`src/rtl/msk_pkg.sv`:
```
// msk_pkg: shared constants, FSM state type and LFSR feedback for the masking encoder.
package msk_pkg;
    localparam int LFSR_W        = 64;
    localparam int TAP0          = 63;
    localparam int TAP1          = 62;
    localparam int TAP2          = 60;
    localparam int TAP3          = 59;
    localparam int WARMUP_CYCLES = 4;
    typedef enum logic [1:0] {ST_UNSEEDED, ST_WARMUP, ST_RUN} state_t;
    function automatic logic lfsr_fb(input logic [LFSR_W-1:0] s);
        return s[TAP0] ^ s[TAP1] ^ s[TAP2] ^ s[TAP3];
    endfunction
endpackage

```
`src/rtl/msk_lfsr_prng.sv`:
```
// msk_lfsr_prng: seedable 64-bit Fibonacci LFSR emitting R fresh bits per advance.
module msk_lfsr_prng
    import msk_pkg::*;
#(
    parameter int R = 8
) (
    input  logic              clk,
    input  logic              rst_n,
    input  logic              i_load,
    input  logic [LFSR_W-1:0] i_seed,
    input  logic              i_adv,
    output logic [R-1:0]      o_rbits
);
    logic [LFSR_W-1:0] r_state;
    logic [LFSR_W-1:0] w_next;
    logic [R-1:0]      w_rbits;
    // R steps unrolled; bit j is the feedback of step j
    always_comb begin
        w_next  = r_state;
        w_rbits = '0;
        for (int j = 0; j < R; j++) begin
            w_rbits[j] = lfsr_fb(w_next);
            w_next     = {w_next[LFSR_W-2:0], w_rbits[j]};
        end
    end
    always_ff @(posedge clk or negedge rst_n) begin
        if (!rst_n) r_state <= LFSR_W'(1);
        else if (i_load) r_state <= (i_seed == '0) ? LFSR_W'(1) : i_seed;
        else if (i_adv) r_state <= w_next;
    end
    assign o_rbits = w_rbits;
endmodule

```
`src/rtl/msk_share_encoder.sv`:
```
// msk_share_encoder: turns unmasked N-bit words into d-share Boolean sharings,
// with masks drawn from an internal PRNG; ready/valid on both sides, latency 1.
module msk_share_encoder
    import msk_pkg::*;
#(
    parameter int d = 2,
    parameter int N = 8
) (
    input  logic              clk,
    input  logic              rst_n,
    input  logic              seed_valid,
    input  logic [LFSR_W-1:0] seed,
    output logic              prng_ready,
    input  logic              in_valid,
    output logic              in_ready,
    input  logic [N-1:0]      in_data,
    output logic              out_valid,
    input  logic              out_ready,
    output logic [N*d-1:0]    out_shares
);
    localparam int R = N * (d - 1);
    localparam int CW = $clog2(WARMUP_CYCLES);
    state_t          r_state;
    logic [CW-1:0]   r_cnt;
    logic            r_out_valid;
    logic [N*d-1:0]  r_shares;
    logic [N*d-1:0]  w_shares;
    logic [R-1:0]    w_rbits;
    logic            w_accept;
    logic            w_adv;
    // A seed load wins over an input transfer in the same cycle
    assign in_ready   = (r_state == ST_RUN) && !seed_valid && (!r_out_valid || out_ready);
    assign w_accept   = in_valid && in_ready;
    assign w_adv      = w_accept || ((r_state == ST_WARMUP) && !seed_valid);
    assign prng_ready = (r_state == ST_RUN);
    assign out_valid  = r_out_valid;
    assign out_shares = r_shares;
    msk_lfsr_prng #(.R(R)) u_prng (
        .clk    (clk),
        .rst_n  (rst_n),
        .i_load (seed_valid),
        .i_seed (seed),
        .i_adv  (w_adv),
        .o_rbits(w_rbits)
    );
    always_comb begin
        w_shares = '0;
        for (int i = 0; i < N; i++) begin
            w_shares[i*d] = in_data[i];
            for (int k = 1; k < d; k++) begin
                w_shares[i*d+k] = w_rbits[i*(d-1)+k-1];
                w_shares[i*d]   = w_shares[i*d] ^ w_rbits[i*(d-1)+k-1];
            end
        end
    end
    always_ff @(posedge clk or negedge rst_n) begin
        if (!rst_n) begin
            r_state <= ST_UNSEEDED;
            r_cnt   <= '0;
        end else if (seed_valid) begin
            r_state <= ST_WARMUP;
            r_cnt   <= '0;
        end else if (r_state == ST_WARMUP) begin
            r_cnt   <= r_cnt + 1'b1;
            r_state <= (r_cnt == CW'(WARMUP_CYCLES - 1)) ? ST_RUN : ST_WARMUP;
        end
    end
    always_ff @(posedge clk or negedge rst_n) begin
        if (!rst_n) begin
            r_out_valid <= 1'b0;
            r_shares    <= '0;
        end else if (w_accept) begin
            r_out_valid <= 1'b1;
            r_shares    <= w_shares;
        end else if (out_ready) begin
            r_out_valid <= 1'b0;
        end
    end
endmodule

```
`config.mk`:
```
export PLATFORM = sky130hd
export DESIGN_NAME = msk_share_encoder
export DESIGN_NICKNAME = d
export VERILOG_FILES = /design/src/rtl/msk_pkg.sv /design/src/rtl/msk_lfsr_prng.sv /design/src/rtl/msk_share_encoder.sv
export SDC_FILE = /design/constraint.sdc
export NUM_CORES = 1
export LEC_CHECK = 0
export BUFFER_PORTS_ARGS = -buffer_cell sky130_fd_sc_hd__buf_2
export CORE_MARGIN = 2
export CORE_UTILIZATION = 50
export CTS_BUF_LIST = sky130_fd_sc_hd__clkbuf_4
export DETAILED_ROUTE_END_ITERATION = 7
export PLACE_DENSITY = 0.78
export REMOVE_ABC_BUFFERS = 1
export SYNTH_ARGS = -nofsm -noshare
export SYNTH_HDL_FRONTEND = slang
export SYNTH_SLANG_ARGS = --single-unit
```
`constraint.sdc`:
```
create_clock -name clk -period 1.49 [get_ports clk]
set_input_delay 0.447 -clock clk [delete_from_list [all_inputs] [get_ports clk]]
set_output_delay 0.447 -clock clk [all_outputs]
set_load 0.005 [all_outputs]
```
==> impl_summary.txt <==
----------------------------------------------------
[Global route]
  Initial antenna violation count ... 0
  M2 GR Usage ... 50.1%
  Wire length of the first global-routing pass ... 18.7 mm
  GRT Residual Overflow ... 0
  Maximum number of pins on one net before global-route repair ... 28
  GRT met3 Usage ... 5.51%
  Busiest metal layer after global routing ... met2
  Global routing met1 resource utilization ... 34.6%
  Number of global-route vias before repair ... 3759
  Gr usage total ... 28.2%

[Clock network]
  Insertion delay of the later-clocked pin in the worst-skew pair ... 0.46 ns
  Number of buffers inserted during clock tree synthesis ... 9
  Cell at the root of the clock tree ... sky130_fd_sc_hd__clkbuf_4
  Post-CTS clock slew at the launch and capture registers of the worst setup and hold paths ... 0.14 ns
  CTS tree ... yes
  Maximum level of the CTS H-tree ... 3
  Max Buffers Root-to-Sink ... 2
  Clk sinks ... 85

[STA]
  Final Hold Fails ... 0
  Setup violators final ... 69
  Unrepaired setup endpoints after global routing ... true
  Post-layout minimum cycle time ... 1.85 ns
  Sum of negative setup slack ... -16.03 ns
  Tightest Pin Transition ... 0.531 ns
  Setup WS post-layout ... -0.361 ns
  Max frequency ... 0.540 GHz
  Worst hold-check slack ... 0.256 ns
  Slew headroom ... 64.2%
  Largest clock skew in the final design ... 0.0172 ns
  Max-slew violations ... 0
  Post-route clock period utilization ... 124%

[Synthesis]
  Unique masters post-synth ... 29
  Fraction of the mapped netlist area in simple logic gates ... 11.8%
  Share of the synthesized area in compound gates (AO/OA/AOI/OAI) ... 9.74%
  Mux cell area share after synthesis ... 17.9%
  Area of the mapped netlist ... 4090 sq um
  Adder and majority cell fraction of the synthesized area ... 0.306%
  Gate count of the mapped netlist ... 389
  Synthesized area per cell ... 10.5 sq um
  Number of flip-flops and latches in the synthesized netlist ... 85
  Combinational family with the most area after synthesis ... multiplexers
  Synthesis Warnings ... 0
  Post-Synth XOR/XNOR Area ... 5.57%
  Sequential fraction of the synthesis area ... 52.1%

[Drt]
  Iteration-0 DRC Markers ... 214
  Vias per cell ... 5.45
  Total iterations of the first detailed-routing run ... 6
  Detailed-route wire length ... 12.6 mm
  Number of vias in the routed layout ... 3758
  Number of routed nets with antenna violations ... 0
  Routed wire per std cell ... 18.2 um
  # DRC ... 0

[Die]
  Die width ... 94.4 um
  Core Region ... 7810 sq um
  Die Span Y ... 94.4 um
  Boundary Pins ... 96
  Number of rows in the core area ... 32
  Die area ... 8910 sq um
  Initial standard-cell utilization of the core ... 52.3%

[Run status]
  Outcome ... complete, but fails checks
  Violations in the final reports ... setup timing

[Critical path]
  Register-to-register path setup slack ... -0.36 ns
  Worst Reg2Reg Path Length in Cells ... 10
  Setup crit end kind ... flip-flop
  Kind of launch point of the worst setup path ... flip-flop
  Critical Path Sink ... u_prng.r_state[55]
  R2R Path End ... u_prng.r_state[55]
  Source of the worst register-to-register timing path ... r_state[1]
  Critical path data required time ... 1.87 ns
  Endpoint arrival time on the critical path ... 2.23 ns
  Setup Crit Path Kind ... reg2reg
  Critical path startpoint ... r_state[1]
  Maximum fanout count along the critical path ... 8

[Placed design]
  DPL Wire Length ... 7.99 mm
  Number of placed instances with taps included ... 634
  Pre-CTS setup slack ... -0.610 ns
  Port bufs ... 95
  Post-place instance area ... 5280 sq um
  Global placer's final weighted congestion ... 0.856

[Power]
  Total leakage power ... 2.99 nW
  Maximum resistive drop on vdd ... 840 uV
  Total power ... 9.38 mW
  PD cells ... 1510 nW/um^2

[Layout]
  Ratio of cells with drive above 1 in the final layout ... 42.6%
  Final layout net count ... 660
  Area growth from synthesis to layout ... 51.9%
  Antenna Cells ... 0
  Count of non-filler cells in the finished layout ... 689
  Finished layout cell area ... 6200 sq um
  Final design utilization ... 79.5%

[Min path]
  Class of the tightest hold or removal check ... in2reg
  Worst hold path depth ... 3

[Run]
  Maximum capacitance violations ... 0

----------------------------------------------------
==> power by group <==
part           switching (mW)  internal (mW)  leakage [nW]
sequential              0.626           3.14          1.03
combinational            1.91           2.11          1.86
clock                   0.877          0.707        0.0932
==> per-layer routing <==
metal | vias up | part of all wire (%) | wire [um]
li1 | 1758 | - | -
met1 | 1828 | 40 | 5030
met2 | 144 | 51 | 6450
met3 | 28 | 5.7 | 715
met4 | 0 | 2.8 | 354
met5 | - | 0 | 0
==> what timing repair did <==
action / 4_1_cts / 5_1_grt
setup endpoints to repair: 63 / 85
resized for setup: 29 / 53
cloned: 10 / 3
pin swaps: 0 / 2
buffers inserted: 16 / 14
hold endpoints to repair: 22 / 0
hold buffers: 1 / 0
==> cells in the mapped netlist <==
cell,n,area [sq um]
sky130_fd_sc_hd__dfrtp_1,84,2100
sky130_fd_sc_hd__nand2_1,73,274
sky130_fd_sc_hd__mux2i_1,64,641
sky130_fd_sc_hd__o21ai_0,44,220
sky130_fd_sc_hd__o21ai_1,27,135
sky130_fd_sc_hd__xnor2_1,18,158
sky130_fd_sc_hd__clkbuf_1,17,63.8
sky130_fd_sc_hd__nor4_1,15,93.8
sky130_fd_sc_hd__xor2_1,8,70.1
sky130_fd_sc_hd__mux2_2,5,56.3
sky130_fd_sc_hd__buf_2,4,20.0
sky130_fd_sc_hd__nand4_1,4,25.0
sky130_fd_sc_hd__nor2_1,4,15.0
sky130_fd_sc_hd__mux2_1,3,33.8
sky130_fd_sc_hd__a311oi_2,2,30.0
sky130_fd_sc_hd__buf_4,2,15.0
sky130_fd_sc_hd__nand2b_1,2,12.5
sky130_fd_sc_hd__nor2b_1,2,12.5
sky130_fd_sc_hd__a21o_1,1,7.51
sky130_fd_sc_hd__a21oi_1,1,5.00
sky130_fd_sc_hd__buf_1,1,3.75
sky130_fd_sc_hd__dfstp_2,1,26.3
sky130_fd_sc_hd__ha_1,1,12.5
sky130_fd_sc_hd__inv_1,1,3.75
sky130_fd_sc_hd__nand4b_2,1,15.0
sky130_fd_sc_hd__nor2b_2,1,8.76
sky130_fd_sc_hd__nor3_1,1,5.00
sky130_fd_sc_hd__nor4_2,1,12.5
sky130_fd_sc_hd__or4_1,1,7.51
==> worst min path at each step <==
stage / slack [ns] / to / startpoint
after detailed placement: 0.39 / out_valid / rst_n
after global placement: 0.39 / out_valid / rst_n
after CTS: 0.25 / u_prng.r_state[0] / seed[0]
after global routing: 0.25 / u_prng.r_state[0] / seed[0]
final: 0.26 / u_prng.r_state[0] / seed[0]
after floorplan: 0.15 / out_shares[0] / rst_n
==> cell type report <==
class                      instances  area [sq um]
clock buffer                       9          67.6
clock inverter                     7           103
fill                             451          1600
inverter                           1          3.75
multi-input combinational        279          1960
sequential                        85          2130
tap                              102           128
timing repair buffer             206          1810
==> registers in the layout, summed over array words and instances, names as in the netlist <==
signal          count
u_prng.r_state     64
out_shares         16
r_cnt               2
r_state             2
out_valid           1
==> cells in the final DEF (no fill, tap or decap), types with 9 or more instances in the layout <==
master,instances
sky130_fd_sc_hd__o21ai_1,55
sky130_fd_sc_hd__clkbuf_4,9
sky130_fd_sc_hd__mux2i_1,64
sky130_fd_sc_hd__buf_6,11
sky130_fd_sc_hd__dfrtp_1,84
sky130_fd_sc_hd__buf_12,16
sky130_fd_sc_hd__nor4_1,15
sky130_fd_sc_hd__buf_2,92
sky130_fd_sc_hd__buf_4,72
sky130_fd_sc_hd__xnor2_1,16
sky130_fd_sc_hd__o21ai_0,10
sky130_fd_sc_hd__nand2_1,69
==> logic make-up (layout without fill, tap and decap cells) <==
logic type      Yosys count  in the layout
fa+ha+maj                 1              1
compound gates           75             75
flops                    85             85
mux                      72             72
xor+xnor                 26             26
simple gates            105            105
buf+inv                  25            223
==> critical path: stages, from the launching register on <==
cell	delay [ns]
sky130_fd_sc_hd__dfrtp_1	0.41
sky130_fd_sc_hd__nor2b_4	0.14
sky130_fd_sc_hd__buf_4	0.15
sky130_fd_sc_hd__a311oi_4	0.26
sky130_fd_sc_hd__buf_6	0.20
sky130_fd_sc_hd__buf_6	0.11
sky130_fd_sc_hd__buf_6	0.10
sky130_fd_sc_hd__buf_16	0.11
sky130_fd_sc_hd__buf_4	0.12
sky130_fd_sc_hd__nand2_1	0.07
sky130_fd_sc_hd__o21ai_1	0.09
Power figures use the tool's default switching activity.
